$ cat config.mk
export PLATFORM = sky130hd
export DESIGN_NAME = chaos_stream_cipher
export DESIGN_NICKNAME = d
export VERILOG_FILES = /design/src/rtl/chaos_stream_cipher.sv
export SDC_FILE = /design/constraint.sdc
export NUM_CORES = 2
export LEC_CHECK = 0
export CAP_MARGIN = 0
export CELL_PAD_IN_SITES_DETAIL_PLACEMENT = 0
export CELL_PAD_IN_SITES_GLOBAL_PLACEMENT = 2
export CORE_MARGIN = 2
export CORE_UTILIZATION = 32
export CTS_CLUSTER_SIZE = 10
export DETAILED_ROUTE_END_ITERATION = 10
export PLACE_DENSITY_LB_ADDON = 0.1
export SLEW_MARGIN = 20
export SYNTH_ARGS = -nofsm -noshare
export SYNTH_HDL_FRONTEND = slang
export SYNTH_SLANG_ARGS = --single-unit
$ cat constraint.sdc
create_clock -name clk -period 16.3 [get_ports clk]
set_clock_uncertainty 0.15 [all_clocks]
set_input_delay 2.445 -clock clk [delete_from_list [all_inputs] [get_ports clk]]
set_output_delay 2.445 -clock clk [all_outputs]
set_load 0.02 [all_outputs]
$ cat src/rtl/chaos_stream_cipher.sv
// chaos_stream_cipher: streaming chaos-based pixel cipher.
// Each channel has its own fixed-point logistic-map lane that produces a keystream byte.
// A cipher-feedback substitution combines that byte with the pixel sample.
// One pixel (all channels) is processed per accepted beat, with a single registered output stage.
// Optional build macro: CHAOS_DECRYPT_EN adds a per-beat `mode` input (1 = decrypt).
//
// state      | meaning
// ST_UNKEYED | no key latched since reset, input side held off
// ST_KEYED   | key latched, lanes seeded, pixels may stream
`timescale 1ns/1ps
module chaos_stream_cipher #(
  parameter int PIX_W = 8,
  parameter int CH    = 3,
  parameter int IMG_W = 256,
  parameter int IMG_H = 256,
  parameter int X_W   = 16
) (
  input  logic                clk,
  input  logic                rst,
`ifdef CHAOS_DECRYPT_EN
  input  logic                mode,
`endif
  input  logic                key_load,
  input  logic [X_W-1:0]      key_x0,
  input  logic [X_W-1:0]      key_r,
  input  logic [PIX_W-1:0]    key_iv,
  input  logic                s_valid,
  output logic                s_ready,
  input  logic [CH*PIX_W-1:0] s_data,
  output logic                m_valid,
  input  logic                m_ready,
  output logic [CH*PIX_W-1:0] m_data,
  output logic                m_last
);

  localparam int NPIX  = IMG_W * IMG_H;
  localparam int CNT_W = (NPIX > 1) ? $clog2(NPIX) : 1;
  localparam logic [CNT_W-1:0] CNT_LAST = CNT_W'(NPIX - 1);

  typedef enum logic {ST_UNKEYED = 1'b0, ST_KEYED = 1'b1} state_t;

  state_t state, state_nxt;
  logic   keyed;
  logic   accept;
  logic   frame_end;
  logic   dec;

  logic [X_W-1:0]   key_x0_q;
  logic [X_W-1:0]   key_r_q;
  logic [PIX_W-1:0] key_iv_q;
  logic [CNT_W-1:0] pix_cnt;

  logic [X_W-1:0]   x_q      [CH];
  logic [PIX_W-1:0] prev_q   [CH];
  logic [X_W-1:0]   x_nxt    [CH];
  logic [PIX_W-1:0] prev_nxt [CH];
  logic [X_W-1:0]   seed_new [CH];
  logic [X_W-1:0]   seed_old [CH];
  logic [CH*PIX_W-1:0] result;

`ifdef CHAOS_DECRYPT_EN
  assign dec = mode;
`else
  assign dec = 1'b0;
`endif

  // Lane c starts from the seed rotated left by c so lanes diverge; zero is a fixed point, so it is bumped to 1.
  function automatic logic [X_W-1:0] lane_seed(input logic [X_W-1:0] v, input int amt);
    logic [X_W-1:0] s;
    s = (v << amt) | (v >> (X_W - amt));
    if (s == '0) s = X_W'(1);
    return s;
  endfunction

  // One logistic-map iteration: x' = r * x * (1 - x) in fixed point, never allowed to collapse to 0.
  function automatic logic [X_W-1:0] map_step(input logic [X_W-1:0] x, input logic [X_W-1:0] r);
    logic [X_W-1:0]   xi;
    logic [X_W-1:0]   q;
    logic [X_W-1:0]   nx;
    logic [2*X_W-1:0] sq;
    logic [2*X_W-1:0] rq;
    xi = ~x;
    sq = {{X_W{1'b0}}, x} * {{X_W{1'b0}}, xi};
    q  = X_W'(sq >> X_W);
    rq = {{X_W{1'b0}}, r} * {{X_W{1'b0}}, q};
    nx = X_W'(rq >> (X_W - 2));
    if (nx == '0) nx = X_W'(1);
    return nx;
  endfunction

  // FSM state register
  always_ff @(posedge clk) begin
    if (rst) state <= ST_UNKEYED;
    else     state <= state_nxt;
  end

  // FSM next state: the first key load unlocks streaming; only reset relocks it
  always_comb begin
    state_nxt = state;
    if (key_load) state_nxt = ST_KEYED;
  end

  // FSM outputs: key_load takes priority over a same-cycle beat
  always_comb begin
    keyed   = (state == ST_KEYED);
    s_ready = keyed && !key_load && (!m_valid || m_ready);
  end

  assign accept    = s_valid && s_ready;
  assign frame_end = (pix_cnt == CNT_LAST);

  // Per-lane keystream, substitution, feedback and next map state
  always_comb begin
    logic [PIX_W-1:0] k;
    logic [PIX_W-1:0] p;
    logic [PIX_W-1:0] r;
    result = '0;
    k = '0;
    p = '0;
    r = '0;
    for (int c = 0; c < CH; c++) begin
      x_nxt[c]    = map_step(x_q[c], key_r_q);
      seed_new[c] = lane_seed(key_x0, c % X_W);
      seed_old[c] = lane_seed(key_x0_q, c % X_W);
      k = x_q[c][X_W-1 -: PIX_W];
      p = s_data[c*PIX_W +: PIX_W];
      if (dec) begin
        r           = (p ^ prev_q[c]) - k;
        prev_nxt[c] = p;
      end else begin
        r           = (p + k) ^ prev_q[c];
        prev_nxt[c] = r;
      end
      result[c*PIX_W +: PIX_W] = r;
    end
  end

  // Key store, lane state and pixel counter; a key load or a frame end restarts every lane
  always_ff @(posedge clk) begin
    if (rst) begin
      key_x0_q <= '0;
      key_r_q  <= '0;
      key_iv_q <= '0;
      pix_cnt  <= '0;
      for (int c = 0; c < CH; c++) begin
        x_q[c]    <= '0;
        prev_q[c] <= '0;
      end
    end else if (key_load) begin
      key_x0_q <= key_x0;
      key_r_q  <= key_r;
      key_iv_q <= key_iv;
      pix_cnt  <= '0;
      for (int c = 0; c < CH; c++) begin
        x_q[c]    <= seed_new[c];
        prev_q[c] <= key_iv;
      end
    end else if (accept) begin
      if (frame_end) begin
        pix_cnt <= '0;
        for (int c = 0; c < CH; c++) begin
          x_q[c]    <= seed_old[c];
          prev_q[c] <= key_iv_q;
        end
      end else begin
        pix_cnt <= pix_cnt + CNT_W'(1);
        for (int c = 0; c < CH; c++) begin
          x_q[c]    <= x_nxt[c];
          prev_q[c] <= prev_nxt[c];
        end
      end
    end
  end

  // Output register: load on accept, clear valid only on a drain with nothing new
  always_ff @(posedge clk) begin
    if (rst) begin
      m_valid <= 1'b0;
      m_data  <= '0;
      m_last  <= 1'b0;
    end else if (accept) begin
      m_valid <= 1'b1;
      m_data  <= result;
      m_last  <= frame_end;
    end else if (m_ready) begin
      m_valid <= 1'b0;
    end
  end

endmodule

==> flow_summary.json <==
{
  "grt_usage_pct": 21.30,
  "grt_pass1_wl_um": 279800,
  "die_w_um": 416,
  "worstPathMaxFanout": 17,
  "ys_types": 91,
  "syn_inst": 6227,
  "critical_path_class": "flop to flop",
  "critical_path.startpoint_type": "flop",
  "yosys.area.top_type": "fa_1",
  "worst_pin_slew_ns": 1.113,
  "drc": 0,
  "cap_violations": 0,
  "ant_nets": 0,
  "clk_pin_slew_ns": 0.09,
  "htree_levels": 4,
  "worstPathArrival_ns": 14.76,
  "regArea_um2": 3844,
  "cts_made_buffers": 17,
  "clock.fmax_mhz": 68.88,
  "met3_usage_pct": 1.458,
  "multi_input_comb_area_um2": 44340,
  "fin_nets": 8038,
  "die_area_um2": 173100,
  "synth_area_leaders": "fa_1 (41%), ha_1 (16%), inv_1 (9.4%)",
  "cts_post_setup_buffers_inserted": 0,
  "regToRegStartpoint": "x_q[0][39]$_DFFE_PP_",
  "period_share_pct": 89.07,
  "grt-busiest-layer": "met2",
  "hold_buffers": 0,
  "r2r-end": "x_q[0][32]$_DFFE_PP_",
  "dr.pass1.iters": 5,
  "drive_gt1_share_pct": 3.730,
  "rr_worst_depth": 41,
  "core_um2": 169100,
  "holdCritPathClass": "flop to flop",
  "synth_flop_cell": "dfxtp_1",
  "syn2layout_area_growth_pct": 7.954,
  "hold_path.startpoint": "keyed$_SDFFE_PP0P_",
  "period_minus_slack_ns": 14.52,
  "clock_path_buffers": 2,
  "root_buffer": "clkbuf_16",
  "critPathCaptureType": "flop",
  "antenna_found_initial": 6,
  "routabilityCongestion": 0.8262,
  "cp_num_buf_inv": 7,
  "hold_ws_ns": 0.3155,
  "path_depth": 41,
  "hold_end": "keyed$_SDFFE_PP0P_",
  "insertion_delay_ns": 0.53,
  "gr-total-overflow": 0,
  "ioPinCount": 96,
  "setup_violations": 0,
  "drv_slew": 0,
  "max-slew-margin-rel_pct": 25.78,
  "rrSetupSlack_ns": 1.78,
  "rsz0062_at_grt": "no",
  "synth-seq-area-share_pct": 7.039,
  "die_height_um": 416,
  "clock-sinks": 155,
  "yosys_warnings": 0,
  "path_common_cell": "fa_1",
  "grt_pass1_vias": 44000,
  "outcome": "completed",
  "synth-edff-count": 72,
  "wl_um": 178100,
  "dp_hpwl_um": 140000,
  "start_util_pct": 32.12,
  "use_met1_pct": 32.23,
  "synth.net_count": 8085,
  "ctsResizeCount": 0,
  "hold_viol_final": 0,
  "vias": 39990,
  "grt_use_met2_pct": 34.44,
  "synth.cell_area_um2": 54320,
  "critPathMaxStageDelay_ns": 0.89,
  "fill_cells": 17650,
  "drt_iter0_markers": 1937,
  "cts_tree": "yes",
  "fin_setup_tns_ns": 0,
  "critical-path-top-delay-family": "adder cells",
  "wl_per_cell_um": 21.17,
  "yosys_register_bits": 155,
  "crit_slowest_cell": "a311oi_2",
  "viasPerCell": 4.753,
  "yosys.area.top_type_share_pct": 40.69,
  "grt_max_degree": 50,
  "critPathRequiredTime_ns": 16.54,
  "synth_area_per_cell_um2": 8.723,
  "whs_path_depth": 2,
  "num_rows": 151,
  "io_buffers": 95,
  "async_flop_share_pct": 0
}
## cell usage in the layout, fill, tap and decap left out, drive strengths merged, types with 5 or more instances in the layout
cell and n:
nand4 23, clkdlybuf4s50 93, ha 685, and3 33
nand2 958, o2111ai 5, nor2b 13, buf 129
o21a 23, nand3 44, or3 9, clkbuf 17
mux2i 36, a2111oi 6, nand2b 25, o211ai 10
o31ai 13, nor4 14, a211oi 33, o21ai 109
a21oi 128, nor2 464, a22oi 19, or2 9
dfxtp 83, inv 1370, fa 1104, and4 5
a31oi 14, and2 266, xnor2 89, a21o 93
a211o 6, o21bai 23, edfxtp 72, nor3 39
clkinv 16, xor2 51
## cell type report
cell class | count | area share [%]
multi-input combinational | 4413 | 75.62
timing repair buffer | 222 | 3.239
antenna | 3 | 0.01280
clock buffer | 17 | 0.7255
tap | 2218 | 4.733
inverter | 1371 | 8.776
clock inverter | 15 | 0.3435
sequential | 155 | 6.555
## worst register-to-register path, delay by kind of cell, from the launching register on
kind            cells  cell delay (ns)
buf+inv             7             1.11
xor+xnor            1             0.33
flops               1             0.85
fa+ha+maj          14             6.52
compound gates     11             3.80
simple gates        8             1.60
## through the flow
step,cells,worst slack (ns),cell area (um2),util (%)
after floorplan,6227,3.821,54320,-
after global placement,8379,1.767,58000,34.30
after detailed placement,8379,1.706,58000,34.30
after CTS,8411,1.629,58620,34.67
after global routing,8411,0.8009,58630,34.67
final,8414,1.782,58640,34.68
## metal layers
layer  vias up  wire length, um  part of all wire, %
li1      18730                -                    -
met1     20670            91100                   51
met2       533            81250                   46
met3        60             4554                  2.6
met4         2             1192                 0.67
met5         -               13               0.0073
## how the worst max path moves through the flow
stage | endpoint | startpoint | slack, ns
6_report | x_q[0][32]$_DFFE_PP_ | x_q[0][39]$_DFFE_PP_ | 1.78
5_1_grt | x_q[0][32]$_DFFE_PP_ | x_q[0][35]$_DFFE_PP_ | 0.80
4_1_cts | x_q[0][32]$_DFFE_PP_ | x_q[0][35]$_DFFE_PP_ | 1.63
3_5_place_dp | x_q[0][32]$_DFFE_PP_ | x_q[0][35]$_DFFE_PP_ | 1.71
3_3_place_gp | x_q[0][32]$_DFFE_PP_ | x_q[0][39]$_DFFE_PP_ | 1.77
2_1_floorplan | x_q[0][0]$_DFFE_PP_ | x_q[0][3]$_DFFE_PP_ | 3.82
## kinds of logic after synthesis
family / Yosys count / synth area share [%]
buffers and inverters: 1659 / 11.47
muxes: 36 / 0.6634
xor gates and xnor gates: 142 / 2.343
DFF: 155 / 7.039
adders and majority gates: 1789 / 56.47
and+or+nand+nor: 1918 / 15.49
AOI/OAI and AO/OA: 528 / 6.530
## cells in the mapped netlist (25+ instances only)
master       n
xor2_1      51
edfxtp_1    72
o21ai_0    105
a211oi_1    30
clkbuf_1   252
nand2b_1    25
buf_1       33
dfxtp_1     83
nor2_1     463
and2_1     265
and3_1      32
nand3_1     44
nor3_1      39
inv_1     1356
fa_1      1104
a21oi_1    126
xnor2_1     89
nand2_1    958
mux2i_1     36
ha_1       685
a21o_1      93
## state kept, by name, indices dropped and copies added, names as in the netlist
register	cells
m_data	24
m_valid	1
key_r_q	16
key_x0_q	16
key_iv_q	8
prev_q	24
keyed	1
pix_cnt	16
m_last	1
x_q	48
Power is left out: the tool's default activity adds up to more than one toggle a clock period on the data nets, which glitch-free logic cannot reach.
